$ cat src/rtl/fetch_unit.sv
// fetch_unit: instruction fetch stage. Owns the program counter and the
// instruction register, and runs a two-state (IDLE/FETCH) handshake with
// instruction memory. A fetch that sees no ack within 16 cycles completes with a NOP
// and pulses fetch_err.
// Optional feature: define FETCH_HALT_DETECT_EN to latch a halt when a fetched
// word has opcode nibble 4'b1111. While halted, load_ir, inc_pc and load_pc are
// ignored until reset.
module fetch_unit (
    input  logic        clk,
    input  logic        reset,
    input  logic        load_ir,
    input  logic        inc_pc,
    input  logic        load_pc,
    input  logic        sel_pc,
    input  logic [7:0]  reg_target,
    output logic        imem_req,
    output logic [7:0]  imem_addr,
    input  logic        imem_ack,
    input  logic [15:0] imem_rdata,
    output logic [7:0]  opcode,
    output logic [7:0]  immediate,
    output logic        ir_valid,
    output logic [7:0]  pc,
    output logic        busy,
    output logic        fetch_err,
    output logic        halted
);

    typedef enum logic {IDLE = 1'b0, FETCH = 1'b1} state_t;

    state_t      state_reg, state_next;
    logic [7:0]  pc_reg, pc_next;
    logic [15:0] ir_reg, ir_next;
    logic        ir_valid_reg, ir_valid_next;
    logic        req_reg, req_next;
    logic [7:0]  addr_reg, addr_next;
    logic [3:0]  cnt_reg, cnt_next;
    logic        err_reg, err_next;
    logic        halt_block;

`ifdef FETCH_HALT_DETECT_EN
    logic        halted_reg, halted_next;

    assign halt_block = halted_reg;

    // Halt flag is sticky until reset.
    always_ff @(posedge clk) begin
        if (reset) halted_reg <= 1'b0;
        else       halted_reg <= halted_next;
    end
`else
    assign halt_block = 1'b0;
`endif

    // All fetch-unit state registers, cleared by synchronous reset.
    always_ff @(posedge clk) begin
        if (reset) begin
            state_reg    <= IDLE;
            pc_reg       <= 8'h00;
            ir_reg       <= 16'h0000;
            ir_valid_reg <= 1'b0;
            req_reg      <= 1'b0;
            addr_reg     <= 8'h00;
            cnt_reg      <= 4'h0;
            err_reg      <= 1'b0;
        end else begin
            state_reg    <= state_next;
            pc_reg       <= pc_next;
            ir_reg       <= ir_next;
            ir_valid_reg <= ir_valid_next;
            req_reg      <= req_next;
            addr_reg     <= addr_next;
            cnt_reg      <= cnt_next;
            err_reg      <= err_next;
        end
    end

    // Next-state logic: request launch and PC updates in IDLE; ack or timeout
    // completion in FETCH.
    always_comb begin
        state_next    = state_reg;
        pc_next       = pc_reg;
        ir_next       = ir_reg;
        ir_valid_next = ir_valid_reg;
        req_next      = req_reg;
        addr_next     = addr_reg;
        cnt_next      = cnt_reg;
        err_next      = 1'b0;
`ifdef FETCH_HALT_DETECT_EN
        halted_next   = halted_reg;
`endif
        case (state_reg)
            IDLE: begin
                // The request address is the pre-update pc, so a PC change in
                // the same cycle affects only the following fetch.
                if (load_ir && !halt_block) begin
                    state_next    = FETCH;
                    req_next      = 1'b1;
                    addr_next     = pc_reg;
                    ir_valid_next = 1'b0;
                    cnt_next      = 4'h0;
                end
                if (!halt_block) begin
                    if (load_pc)
                        pc_next = sel_pc ? ir_reg[7:0] : reg_target;
                    else if (inc_pc)
                        pc_next = pc_reg + 8'h01;
                end
            end
            FETCH: begin
                // An ack takes priority over a timeout on the same cycle.
                if (imem_ack) begin
                    state_next    = IDLE;
                    ir_next       = imem_rdata;
                    ir_valid_next = 1'b1;
                    req_next      = 1'b0;
`ifdef FETCH_HALT_DETECT_EN
                    if (imem_rdata[15:12] == 4'b1111)
                        halted_next = 1'b1;
`endif
                end else if (cnt_reg == 4'hF) begin
                    state_next    = IDLE;
                    ir_next       = 16'h0000;
                    ir_valid_next = 1'b1;
                    req_next      = 1'b0;
                    err_next      = 1'b1;
                end else begin
                    cnt_next = cnt_reg + 4'h1;
                end
            end
            default: state_next = IDLE;
        endcase
    end

    assign imem_req  = req_reg;
    assign imem_addr = addr_reg;
    assign opcode    = ir_reg[15:8];
    assign immediate = ir_reg[7:0];
    assign ir_valid  = ir_valid_reg;
    assign pc        = pc_reg;
    assign busy      = (state_reg == FETCH);
    assign fetch_err = err_reg;
`ifdef FETCH_HALT_DETECT_EN
    assign halted    = halted_reg;
`else
    assign halted    = 1'b0;
`endif

endmodule

$ cat config.mk
export PLATFORM = sky130hd
export DESIGN_NAME = fetch_unit
export DESIGN_NICKNAME = d
export VERILOG_FILES = /design/src/rtl/fetch_unit.sv
export SDC_FILE = /design/constraint.sdc
export NUM_CORES = 1
export LEC_CHECK = 0
export ABC_AREA = 1
export CAP_MARGIN = 10
export CORE_MARGIN = 2
export CORE_UTILIZATION = 46
export DETAILED_ROUTE_END_ITERATION = 6
export MAX_ROUTING_LAYER = met4
export PLACE_DENSITY = 0.84
export SLEW_MARGIN = 20
export SYNTH_ARGS = -nofsm -noshare
export SYNTH_HDL_FRONTEND = slang
export SYNTH_SLANG_ARGS = --single-unit
$ cat constraint.sdc
create_clock -name clk -period 3.3 [get_ports clk]
set_input_delay 0.66 -clock clk [delete_from_list [all_inputs] [get_ports clk]]
set_output_delay 0.66 -clock clk [all_outputs]
set_load 0.02 [all_outputs]
==> out/results.txt, run 1 <==
Syn_nets -> 272
CP Cell Sequence -> clkdlybuf4s50_1
Largest family of logic cells by synthesized area -> simple AND/OR/NAND/NOR gates
Syn Inst Count -> 239
Adder-cell share of the synthesized area -> 1.44%
IO buf count -> 66
Critical path startpoint category -> flop
Area growth, synth to finish -> 46.7%
CP Data Arrival Time -> 1430 ps
Synth Area in Compound Gates -> 19.4%
FF-to-FF path depth -> 6
WL/cell -> 11.8 µm
Fin crit share -> 63.4%
Register area share after synthesis -> 46.2%
CTS tree -> yes
Hpwl dp -> 3.02 mm
Hold WC Path Type -> flop to flop
Antenna cells -> 0
Top Family by Delay on Critical Path -> buffers and inverters
First-pass GRT wire length -> 6.90 mm
Crit-path max cell delay -> 660 ps
RSZ-0062 raised after global routing -> false
Met1 global-route usage -> 25.7%
Status -> complete, no violations
Clock Skew -> 8.24 ps
Ys async rst share -> 0%
Via-to-Cell Ratio -> 5.04
Pwr dens -> 467 nW/µm²
Simple-gate share of the synthesized area -> 22.7%
DRC Markers -> 0
Clock root buffer -> clkbuf_8
DR pass1 iterations -> 4
Die height -> 65.4 µm
Post-layout utilization of the core -> 70.0%
Gr ovfl total -> 0
Hold depth -> 2
Hold_buf cts -> 0
Routability cong. -> 0.869
Max Slew Vio Count -> 0
Worst VDD drop -> 323 µV
Cell taking the most area after synthesis -> dfxtp_1
Final nets -> 338
Routed WL -> 4.18 mm
Number of flip-flops in the largest register -> 16
Iteration-0 DRC Markers -> 110
Slowest CP cell -> clkdlybuf4s50_1
Grt met3 use -> 5.31%
Antenna Nets Post-Route -> 0
Post-layout min period -> 2090 ps
Post_cts resized -> 0
Grt met2 use -> 34.6%
Max-Cap Viols -> 0
Setup Crit Path Kind -> flop to primary output
Hold Path Origin -> ir_reg[13]$_SDFFE_PP0P_
R2r startpoint -> busy$_SDFF_PP0_
Largest net degree at the start of global routing -> 24
CP Depth -> 1
Worst Path Buf+Inv -> 1
Synth Cell Area -> 1730 µm²
Number of synthesized flops with an enable pin -> 0
CTS buffer count -> 5
Final hold vios -> 0
Flops & latches, synth -> 40
Cell variety after synth -> 20
Worst-Skew Late Latency -> 290 ps
Post-CTS Setup Inserts -> 0
Die X -> 65.4 µm
Initial Utilization -> 47.7%
WP data required -> 2640 ps
Most used DFF post-synth -> dfxtp_1
Yosys Warn Count -> 0
Via count -> 1,784
Grt peak-use layer -> met2
H-tree level count -> 2
Worst-path fanout max -> 6
Initial antenna violation count -> 0
Setup TNS -> 0 ps
Synth Area in XOR/XNOR -> 0.505%
Core area -> 3630 µm²
Number of global-route vias before repair -> 1,574
Synth top area share -> 46.2%
Synth Area per Inst -> 7.25 µm²
Reg2reg setup slack -> 1960 ps
Sinks on the clock net -> 40
Reg2Reg Capture Point -> ir_valid$_SDFFE_PP0P_
Post-synth top cells -> dfxtp_1 (40), o21ai_0 (40), nand3_1 (29)
Clock slew seen by the registers of the worst setup and hold paths -> 80 ps
Longest Clk Path Bufs -> 2
Hold EP -> ir_reg[13]$_SDFFE_PP0P_
Layout cells sized above 1 -> 5.88%
Area contributors post-synth -> dfxtp_1 (46%), o21ai_0 (12%), nand3_1 (8.4%)
Mux cell area share after synthesis -> 0%
P_leak -> 0.987 nW
Rows -> 22
Final setup fails -> 0
Achievable Freq -> 478 MHz
Total Die Area -> 4270 µm²
# IOs -> 68
Gr usage total -> 21.1%
CP Capture Type -> primary output
## worst max-delay path by stage
stage	endpoint	slack (ps)	start
2_1_floorplan	pc[3]$_SDFFE_PP0P_	1920	load_pc
3_3_place_gp	pc[5]$_SDFFE_PP0P_	1110	load_pc
3_5_place_dp	pc[4]$_SDFFE_PP0P_	1030	load_pc
4_1_cts	busy	1200	busy$_SDFF_PP0_
5_1_grt	pc[5]$_SDFFE_PP0P_	1100	load_pc
6_report	busy	1210	busy$_SDFF_PP0_
## per-layer routing
layer	up-vias	share of wire [%]
li1	916	-
met1	798	46
met2	64	46
met3	6	7.4
met4	0	0.81
met5	-	0
## per-stage QoR
step           instance area, µm²  cells  power [W]  hold WS [ps]  worst slack [ps]
3_5_place_dp                 2420    346   0.000762           456              1030
4_1_cts                      2540    354    0.00119           469              1200
3_3_place_gp                 2420    346   0.000759           448              1110
5_1_grt                      2540    354    0.00124           495              1100
2_1_floorplan                1730    239   0.000653           460              1920
6_report                     2540    354    0.00119           467              1210
## placed cells by master (no fill, tap or decap), types with 3 or more instances in the layout
cell and instances:
clkdlybuf4s50_1 66, o21ai_0 40, dfxtp_1 40, nand3_1 29, inv_1 28, nor2_1 27, nand2_1 25, a21oi_1 21
clkbuf_8 7, inv_2 4, o21ai_1 3
## report_power, final
part | switching (W) | internal, W | leakage [nW]
sequential | 0.0000262 | 0.000510 | 0.327
clock | 0.000168 | 0.000267 | 0.0645
combinational | 0.000111 | 0.000104 | 0.595
total | 0.000305 | 0.000881 | 0.987
## cell type report
cell class | instances | area (µm²)
well taps | 48 | 60.1
fillers | 328 | 1090
clock inverters | 1 | 30.0
flip-flops and latches | 40 | 801
clock buffers | 7 | 96.3
repair buffers | 67 | 668
inverters | 32 | 120
multi-input cells | 159 | 767
## kinds of logic after synthesis
logic type | after synthesis
other cells | 1
buf+inv | 40
flops | 40
compound gates | 66
simple gates | 89
xor+xnor | 1
fa+ha+maj | 2
No activity file was read; power rests on OpenSTA's default activity.
==> run 2: changes to the inputs <==
--- a/config.mk
+++ b/config.mk
@@ -8,10 +8,10 @@
 export ABC_AREA = 1
 export CAP_MARGIN = 10
 export CORE_MARGIN = 2
-export CORE_UTILIZATION = 46
+export CORE_UTILIZATION = 39
 export DETAILED_ROUTE_END_ITERATION = 6
 export MAX_ROUTING_LAYER = met4
-export PLACE_DENSITY = 0.84
+export PLACE_DENSITY = 0.76
 export SLEW_MARGIN = 20
 export SYNTH_ARGS = -nofsm -noshare
 export SYNTH_HDL_FRONTEND = slang
==> constraint.sdc (replaced) <==
create_clock -name clk -period 1.9 [get_ports clk]
set_input_delay 0.38 -clock clk [delete_from_list [all_inputs] [get_ports clk]]
set_output_delay 0.38 -clock clk [all_outputs]
set_load 0.02 [all_outputs]
==> run 2 against run 1 <==
  * Clock power grew 33%
  * Sequential cell count is the same
  * Via count grew 3.2%
  * Global-route usage shrank 2.2 points
  * Die area grew 17%
  * Register-to-register slack lost 1400 ps
  * Power grew 60%
  * Cell count grew 3.1%
  * Core utilization shrank 11 points
  * Highest routed layer unchanged
==> out/results.txt, run 2 (synthesis gave the netlist of run 1 again) <==
Longest Clk Path Bufs -> 2
Design Power -> 0.00190 W
Hold_buf cts -> 0
Gr usage total -> 18.8%
Layout cells sized above 1 -> 7.35%
Post_cts resized -> 0
Die height -> 70.7 µm
CP Data Arrival Time -> 1390 ps
CTS buffer count -> 5
Final setup fails -> 0
Die X -> 70.7 µm
Fin crit share -> 93.3%
Rows -> 24
Antenna cells -> 0
Crit-path max cell delay -> 650 ps
WP data required -> 1520 ps
Routability cong. -> 0.852
Total Die Area -> 4990 µm²
Commonest non-fill, non-tap cell in the layout -> clkdlybuf4s50_1
CTS tree -> yes
Largest net degree at the start of global routing -> 19
Setup TNS -> 0 ps
Max-Cap Viols -> 0
Final hold vios -> 0
Final nets -> 345
Top Family by Delay on Critical Path -> buffers and inverters
Pwr dens -> 741 nW/µm²
Post-layout min period -> 1770 ps
CP Capture Type -> primary output
Hpwl dp -> 3.33 mm
Status -> complete, no violations
DR pass1 iterations -> 4
Setup Crit Path Kind -> flop to primary output
# IOs -> 68
Core area -> 4320 µm²
DRC Markers -> 0
Routed WL -> 4.46 mm
Clock slew seen by the registers of the worst setup and hold paths -> 80 ps
Hold WC Path Type -> flop to flop
First-pass GRT wire length -> 7.44 mm
Worst-path fanout max -> 7
Worst Path Buf+Inv -> 1
Critical path startpoint category -> flop
WL/cell -> 12.2 µm
P_leak -> 1.00 nW
Slowest CP cell -> clkdlybuf4s50_1
Number of flip-flops in the largest register -> 16
IO buf count -> 66
Clock root buffer -> clkbuf_8
Gr ovfl total -> 0
Via count -> 1,841
RSZ-0062 raised after global routing -> false
Post-CTS Setup Inserts -> 0
CP Cell Sequence -> clkdlybuf4s50_1
Initial antenna violation count -> 0
Clock Skew -> 6.71 ps
Via-to-Cell Ratio -> 5.04
Initial Utilization -> 40.1%
Area growth, synth to finish -> 47.9%
Sinks on the clock net -> 40
Max Slew Vio Count -> 0
Worst VDD drop -> 340 µV
Antenna Nets Post-Route -> 0
Worst-Skew Late Latency -> 290 ps
Iteration-0 DRC Markers -> 158
Most frequent cells in the layout -> clkdlybuf4s50_1 (66), o21ai_0 (40), dfxtp_1 (40)
H-tree level count -> 2
Number of global-route vias before repair -> 1,739
Achievable Freq -> 564 MHz
==> run 2: cell types whose count changed in the layout (fill, tap and decap cells not counted), sizes merged <==
cell | before | now
buf | 1 | 8
clkbuf | 7 | 8
bufinv | 1 | 0
==> run 2: path summary, 6_finish.rpt <==
kind | endpoint | cells past startpoint | slack [ps] | startpoint
worst max-delay path | pc[0] | 1 | 130 | pc[0]$_SDFFE_PP0P_
worst min-delay path | ir_reg[13]$_SDFFE_PP0P_ | 2 | 470 | ir_reg[13]$_SDFFE_PP0P_
worst max register to register | ir_reg[7]$_SDFFE_PP0P_ | 4 | 540 | cnt_reg[0]$_SDFFE_PP0P_
worst min register to register | ir_reg[13]$_SDFFE_PP0P_ | 2 | 470 | ir_reg[13]$_SDFFE_PP0P_
==> run 2: where the power goes <==
group	internal, W	leakage (nW)	total, W	switching (W)
combinational	0.000193	0.629	0.000395	0.000201
sequential	0.000887	0.327	0.000929	0.0000417
clock	0.000296	0.0455	0.000578	0.000281
==> run 2: metrics by stage <==
step / hold slack [ps] / cells / utilization (%) / setup WS [ps] / instance area [µm²]
2_1_floorplan: 449 / 239 / - / 651 / 1730
3_3_place_gp: 445 / 357 / 57.2 / 188 / 2470
3_5_place_dp: 458 / 357 / 57.2 / 83.3 / 2470
4_1_cts: 469 / 365 / 59.3 / 127 / 2560
5_1_grt: 497 / 365 / 59.3 / 83.9 / 2560
6_report: 468 / 365 / 59.3 / 127 / 2560
==> run 2: routing by layer <==
| layer | track usage, % | up-vias | part of all wire [%] | wire length, µm |
|---|---|---|---|---|
| met3 | 5.70 | 7 | 7.4 | 330 |
| li1 | - | 928 | - | - |
| met4 | 6.08 | 0 | 1.2 | 52 |
| met1 | 22.2 | 846 | 43 | 1930 |
| met5 | - | - | 0 | 0 |
| met2 | 30.9 | 60 | 48 | 2150 |
==> run 2: final cells by class <==
| cell class | count | area (µm²) |
|---|---|---|
| timing repair buffer | 74 | 721 |
| clock buffer | 8 | 90.1 |
| inverter | 32 | 120 |
| sequential | 40 | 801 |
| fill | 421 | 1760 |
| multi-input combinational | 159 | 767 |
| tap | 52 | 65.1 |
==> run 3: changes to the inputs <==
--- a/config.mk
+++ b/config.mk
@@ -8,10 +8,11 @@
 export ABC_AREA = 1
 export CAP_MARGIN = 10
 export CORE_MARGIN = 2
-export CORE_UTILIZATION = 39
+export CORE_UTILIZATION = 43
 export DETAILED_ROUTE_END_ITERATION = 6
+export GPL_TIMING_DRIVEN = 0
 export MAX_ROUTING_LAYER = met4
-export PLACE_DENSITY = 0.76
+export PLACE_DENSITY = 0.79
 export SLEW_MARGIN = 20
 export SYNTH_ARGS = -nofsm -noshare
 export SYNTH_HDL_FRONTEND = slang
==> constraint.sdc (replaced) <==
create_clock -name clk -period 1.7 [get_ports clk]
set_input_delay 0.34 -clock clk [delete_from_list [all_inputs] [get_ports clk]]
set_output_delay 0.34 -clock clk [all_outputs]
set_load 0.02 [all_outputs]
==> run 3 against run 2 <==
  * Power is 11% higher
  * Cell area is 0.83% lower
  * Highest routed layer unchanged
  * Die area is 8.8% lower
  * First-iteration DRC count is 48% lower
  * Largest power group unchanged
  * Core utilization is 5.2 points higher
  * Non-clock buffer count stayed put
  * Clock skew hardly changed
  * Combinational power is 5.8% higher
==> out/results.txt, run 3 (synthesis gave the netlist of run 1 again) <==
Status -> complete, no violations
Initial Utilization -> 44.0%
Antenna cells -> 0
Final cell count without fillers -> 363
CP Capture Type -> primary output
Hold WC Path Type -> flop to flop
Achievable Freq -> 604 MHz
Fin crit share -> 97.3%
Crit-path max cell delay -> 620 ps
Slowest CP cell -> clkdlybuf4s50_1
Via-to-Cell Ratio -> 4.95
Net Sw Power -> 0.000603 W
First-pass GRT wire length -> 6.96 mm
Layout cells sized above 1 -> 7.99%
# IOs -> 68
WL/cell -> 11.9 µm
Routability cong. -> 0.837
Worst VDD drop -> 469 µV
P_leak -> 1.04 nW
Number of flip-flops in the largest register -> 16
WP data required -> 1360 ps
Commonest non-fill, non-tap cell in the layout -> clkdlybuf4s50_1
IO buf count -> 66
Sw frac -> 28.5%
Worst Path Buf+Inv -> 1
Most frequent cells in the layout -> clkdlybuf4s50_1 (58), o21ai_0 (40), dfxtp_1 (40)
Placed cell count -> 355
Post-CTS Setup Inserts -> 0
Gr usage total -> 20.8%
Core area -> 3940 µm²
Max-Cap Viols -> 0
Die X -> 67.5 µm
Worst-path fanout max -> 4
Final setup fails -> 0
CP Data Arrival Time -> 1310 ps
Worst-Skew Late Latency -> 300 ps
Final nets -> 345
Gate power share -> 19.8%
Final hold vios -> 0
Longest Clk Path Bufs -> 2
RSZ-0062 raised after global routing -> false
Iteration-0 DRC Markers -> 82
DRC Markers -> 0
Clock slew seen by the registers of the worst setup and hold paths -> 80 ps
Antenna Nets Post-Route -> 0
H-tree level count -> 2
CTS buffer count -> 5
Max Slew Vio Count -> 0
Routed WL -> 4.33 mm
Initial antenna violation count -> 0
CP Cell Sequence -> clkdlybuf4s50_1
Top Family by Delay on Critical Path -> buffers and inverters
Post-layout min period -> 1650 ps
Hpwl dp -> 3.28 mm
Clock Skew -> 6.50 ps
Rows -> 23
Setup Crit Path Kind -> flop to primary output
DR pass1 iterations -> 4
Gr ovfl total -> 0
Hold_buf cts -> 0
Clock root buffer -> clkbuf_8
Total Die Area -> 4550 µm²
Largest net degree at the start of global routing -> 13
Via count -> 1,796
CTS tree -> yes
Post-layout utilization of the core -> 64.5%
Critical path startpoint category -> flop
Area growth, synth to finish -> 46.7%
Sinks on the clock net -> 40
Die height -> 67.5 µm
Seq pwr share -> 49.2%
Pwr dens -> 832 nW/µm²
Number of global-route vias before repair -> 1,664
P_int -> 0.00151 W
Clock Power Share -> 31.0%
==> run 3: cell types whose count changed in the layout (fill, tap and decap cells not counted), sizes merged <==
cell,change
clkdlybuf4s50,-8
dlygate4sd2,+7
clkbuf,-2
clkinv,+2
dlymetal6s2s,+1
==> run 3: final cells by class <==
class                   count  area [µm²]
plain buffers               8        45.0
fillers                   373        1400
multi-input cells         159         767
clock inverters             2        10.0
well taps                  50        62.6
repair buffers             66         654
flip-flops and latches     40         801
clock buffers               6        82.6
inverters                  32         120
==> run 3: metal layers <==
layer	wire length, µm	GRT usage (%)	vias up
met2	2030	34.4	54
met5	0	-	-
met3	345	6.50	9
li1	-	-	933
met4	59	6.89	0
met1	1890	23.8	800
==> run 3: power by group through the flow <==
stage | clock, W | combinational, W | sequential [W]
floorplan | 0 | 0.000151 | 0.00112
global route | 0.000700 | 0.000461 | 0.00105
global placement | 0 | 0.000424 | 0.00106
CTS | 0.000672 | 0.000422 | 0.00104
finish | 0.000657 | 0.000418 | 0.00104
detailed placement | 0 | 0.000431 | 0.00106
==> run 3: worst reg2reg max path, stage by stage, from the launching register on <==
cell     delay [ps]
dfxtp_1         390
ha_1            230
nand4_1         170
nand3_2         170
buf_2           230
o21ai_0          90
==> run 3: worst paths after layout <==
path	to	slack (ps)	startpoint	cells past startpoint
worst max-delay path	pc[7]	50	pc[7]$_SDFFE_PP0P_	1
worst max register to register	ir_reg[6]$_SDFFE_PP0P_	300	cnt_reg[0]$_SDFFE_PP0P_	5
worst min-delay path	ir_reg[13]$_SDFFE_PP0P_	460	ir_reg[13]$_SDFFE_PP0P_	2
worst min register to register	ir_reg[13]$_SDFFE_PP0P_	460	ir_reg[13]$_SDFFE_PP0P_	2
==> run 3: metrics by stage <==
stage          hold WS [ps]  cell area, µm²  setup TNS, ps  setup slack, ps  power (W)
3_3_place_gp            447            2460           -953             -113    0.00148
2_1_floorplan           409            1730              0              451    0.00127
6_report                464            2540              0             45.5    0.00212
4_1_cts                 470            2540              0             20.2    0.00213
5_1_grt                 495            2540              0             7.07    0.00221
3_5_place_dp            459            2460           -960            -96.1    0.00149
==> run 3: what timing repair did <==
action / in CTS / in global routing
endpoints found under the hold margin: 0 / 0
setup endpoints to repair: 7 / 1
resized for setup: 7 / 1
==> RTL edit 1, RTL diff (settings of run 3) <==
Register the output `fetch_err` once more, without a reset; this adds one clock of latency there. The other outputs are not delayed to match.
--- a/src/rtl/fetch_unit.sv
+++ b/src/rtl/fetch_unit.sv
@@ -140,5 +140,7 @@
     assign pc        = pc_reg;
     assign busy      = (state_reg == FETCH);
-    assign fetch_err = err_reg;
+    always_ff @(posedge clk) begin
+        fetch_err <= err_reg;
+    end
 `ifdef FETCH_HALT_DETECT_EN
     assign halted    = halted_reg;
Check against the original RTL: no difference found for any inputs over 10 cycles, from zero or initial values and one cycle with reset high; that may be too few to reach the edited logic, so the function may still have changed.
==> RTL edit 1 against run 3 <==
Core utilization is 0.32 points higher. Critical path depth unchanged. Non-clock buffer count unchanged. Worst hold slack got worse by 0.13 ns. Synthesized cell count grew 0.42%. Clock power up 6.4%. Setup slack improved by 0.037 ns. Design area rose by 1.2%. Largest power group unchanged. Wire length increased by 0.51%. Power increased by 2.9%. Sequential cell count up 1. Area after synthesis is 1.2% higher.
==> RTL edit 1: results (changes against run 3) <==
| Metric | Value |
|---|---|
| Status | `complete, no violations` |
| Routed wire length | `4350 um (+0.51%)` |
| NetSw | `0.599 mW (-0.62%)` |
| Seq/Total Area, Yosys | `46.8% (+0.61 points)` |
| Pre-CTS setup slack | `-0.0575 ns (+0.0386 ns)` |
| Inst Count DP | `356 (+0.28%)` |
| Final hold slack | `0.333 ns (-0.131 ns)` |
| Hold depth | `0 (-2)` |
| All-Layer GR Usage | `21.7% (+0.94 points)` |
| Vias per inst | `4.94 (-0.11%)` |
| Syn Area/Cell | `7.30 um^2 (+0.73%)` |
| Final GP Congestion | `0.822 (-1.8%)` |
| Switch share | `27.5% (-0.98 points)` |
| Dpl cell area | `2480 um^2 (+0.81%)` |
| First-pass GRT wire length | `7270 um (+4.4%)` |
| Critical path fanouts, max | `3 (-1)` |
| Syn_nets | `273 (+0.37%)` |
| Post-layout minimum cycle time | `1.62 ns (-0.0373 ns)` |
| Clock-cell share of area | `3.94% (+0.30 points)` |
| Routed WL per cell | `12.0 um (+0.23%)` |
| Critical Path AT | `1.28 ns (-0.03 ns)` |
| Worst VDD drop | `490 uV (+4.4%)` |
| Static Leak | `1.07 nW (+2.5%)` |
| Layout Nets | `346 (+0.29%)` |
| Critical path startpoint | `ir_reg[3]$_SDFFE_PP0P_` |
[RTL edit 1: per-layer routing]
| metal | GRT usage [%] | routed length, um | vias up | part of all wire [%] |
|---|---|---|---|---|
| met3 | 6.25 | 284 | 6 | 6.5 |
| met4 | 7.75 | 68 | 0 | 1.6 |
| li1 | - | - | 933 | - |
| met2 | 34.9 | 2100 | 55 | 48 |
| met5 | - | 0 | - | 0 |
| met1 | 26.1 | 1900 | 805 | 44 |
[RTL edit 1: kinds of logic (layout without fill, tap and decap cells)]
family / after synthesis / count (layout) / synth area share [%]
fa+ha+maj: 2 / 2 / 1.43
flops: 41 / 41 / 46.8
simple gates: 89 / 89 / 22.5
compound gates: 66 / 66 / 19.1
buf+inv: 40 / 114 / 9.42
other cells: 1 / 1 / 0.214
xor+xnor: 1 / 1 / 0.500
[RTL edit 1: repair_timing]
item,CTS,global route
buffers inserted,0,0
cloned,0,0
hold buffers,0,0
endpoints found under the setup margin,7,2
gates resized for setup,7,2
==> RTL edit 2, RTL diff (settings of run 3) <==
Without the edit above. Build with the macro `FETCH_HALT_DETECT_EN` defined.
--- a/src/rtl/fetch_unit.sv
+++ b/src/rtl/fetch_unit.sv
@@ -6,4 +6,6 @@
 // word has opcode nibble 4'b1111. While halted, load_ir, inc_pc and load_pc are
 // ignored until reset.
+`define FETCH_HALT_DETECT_EN
+
 module fetch_unit (
     input  logic        clk,
Function: changed (a bounded check fails within 4 cycles, from zero or initial values and one cycle with reset high).
==> RTL edit 2 against run 3 <==
Sequential share of layout area grew 0.40 points. First-iteration DRC count is 27% higher. Wire length up 0.53%. Cell count rose by 2.8%. Die area increased by 1.4%. Fmax grew 1.2%. Largest power group unchanged. Sequential cell count up 1. Setup slack better by 0.020 ns. Core utilization rose by 0.32 points. Design area grew 1.2%. Area after synthesis up 1.5%. Power increased by 3.3%.
==> RTL edit 2: results (changes against run 3) <==
| Metric | Value |
|---|---|
| All-Layer GR Usage | `20.9% (+0.12 points)` |
| Via Count | `1,865 (+3.8%)` |
| GRT met3 Usage | `6.58% (+0.079 points)` |
| #MultiIn Comb | `179 (+13%)` |
| M1 GR Usage | `27.1% (+3.3 points)` |
| Clock Buffer Count | `7 (+1)` |
| Non-clock buffers, area share | `27.2% (-0.29 points)` |
| Status | `complete, no violations` |
| Comb pwr | `0.435 mW (+4%)` |
| Inst Count DP | `365 (+2.8%)` |
| Final GP Congestion | `0.915 (+9.4%)` |
| Critical hold path startpoint | `reset` |
| Port bufs | `65 (-1.5%)` |
| Routed WL per cell | `11.7 um (-2.2%)` |
| Critical Path AT | `1.29 ns (-0.02 ns)` |
| WL met2 | `1950 um (-3.7%)` |
| Core Area | `3970 um^2 (+0.73%)` |
| Vias in the first global route | `1,584 (-4.8%)` |
| Switch share | `27.4% (-1.1 points)` |
| Static Leak | `1.06 nW (+1.7%)` |
| Syn_nets | `283 (+4.0%)` |
| Synth Area in XOR/XNOR | `0% (-0.51 points)` |
| Worst reg-to-reg path cell count | `7 (+2)` |
| Met1 WL | `2010 um (+6.1%)` |
| Pre-CTS setup slack | `-0.00581 ns (+0.0903 ns)` |
[RTL edit 2: cell types whose count changed in the layout (fill, tap and decap cells not counted), moves of 3 or more]
cell,delta
a21oi_1,+17
clkbuf_1,+3
dlygate4sd2_1,-3
inv_1,-9
nand2_1,+43
nand3_1,-13
nor2_1,-3
o21ai_0,-18
o21ai_1,-3
[RTL edit 2: how the worst max path moves through the flow]
stage,startpoint,to,slack (ns),cells past startpoint
2_1_floorplan,pc[0]$_SDFFE_PP0P_,pc[6]$_SDFFE_PP0P_,0.44,7
3_3_place_gp,load_pc,pc[3]$_SDFFE_PP0P_,0.0005,7
3_5_place_dp,load_pc,pc[3]$_SDFFE_PP0P_,-0.006,7
4_1_cts,pc[6]$_SDFFE_PP0P_,pc[6],0.05,1
5_1_grt,pc[7]$_SDFFE_PP0P_,pc[7],0.01,1
6_report,pc[3]$_SDFFE_PP0P_,pc[3],0.07,1
[RTL edit 2: repair_timing]
item                       in CTS  in global routing
resized for setup               4                  2
gates cloned                    0                  0
setup endpoints to repair       4                  2
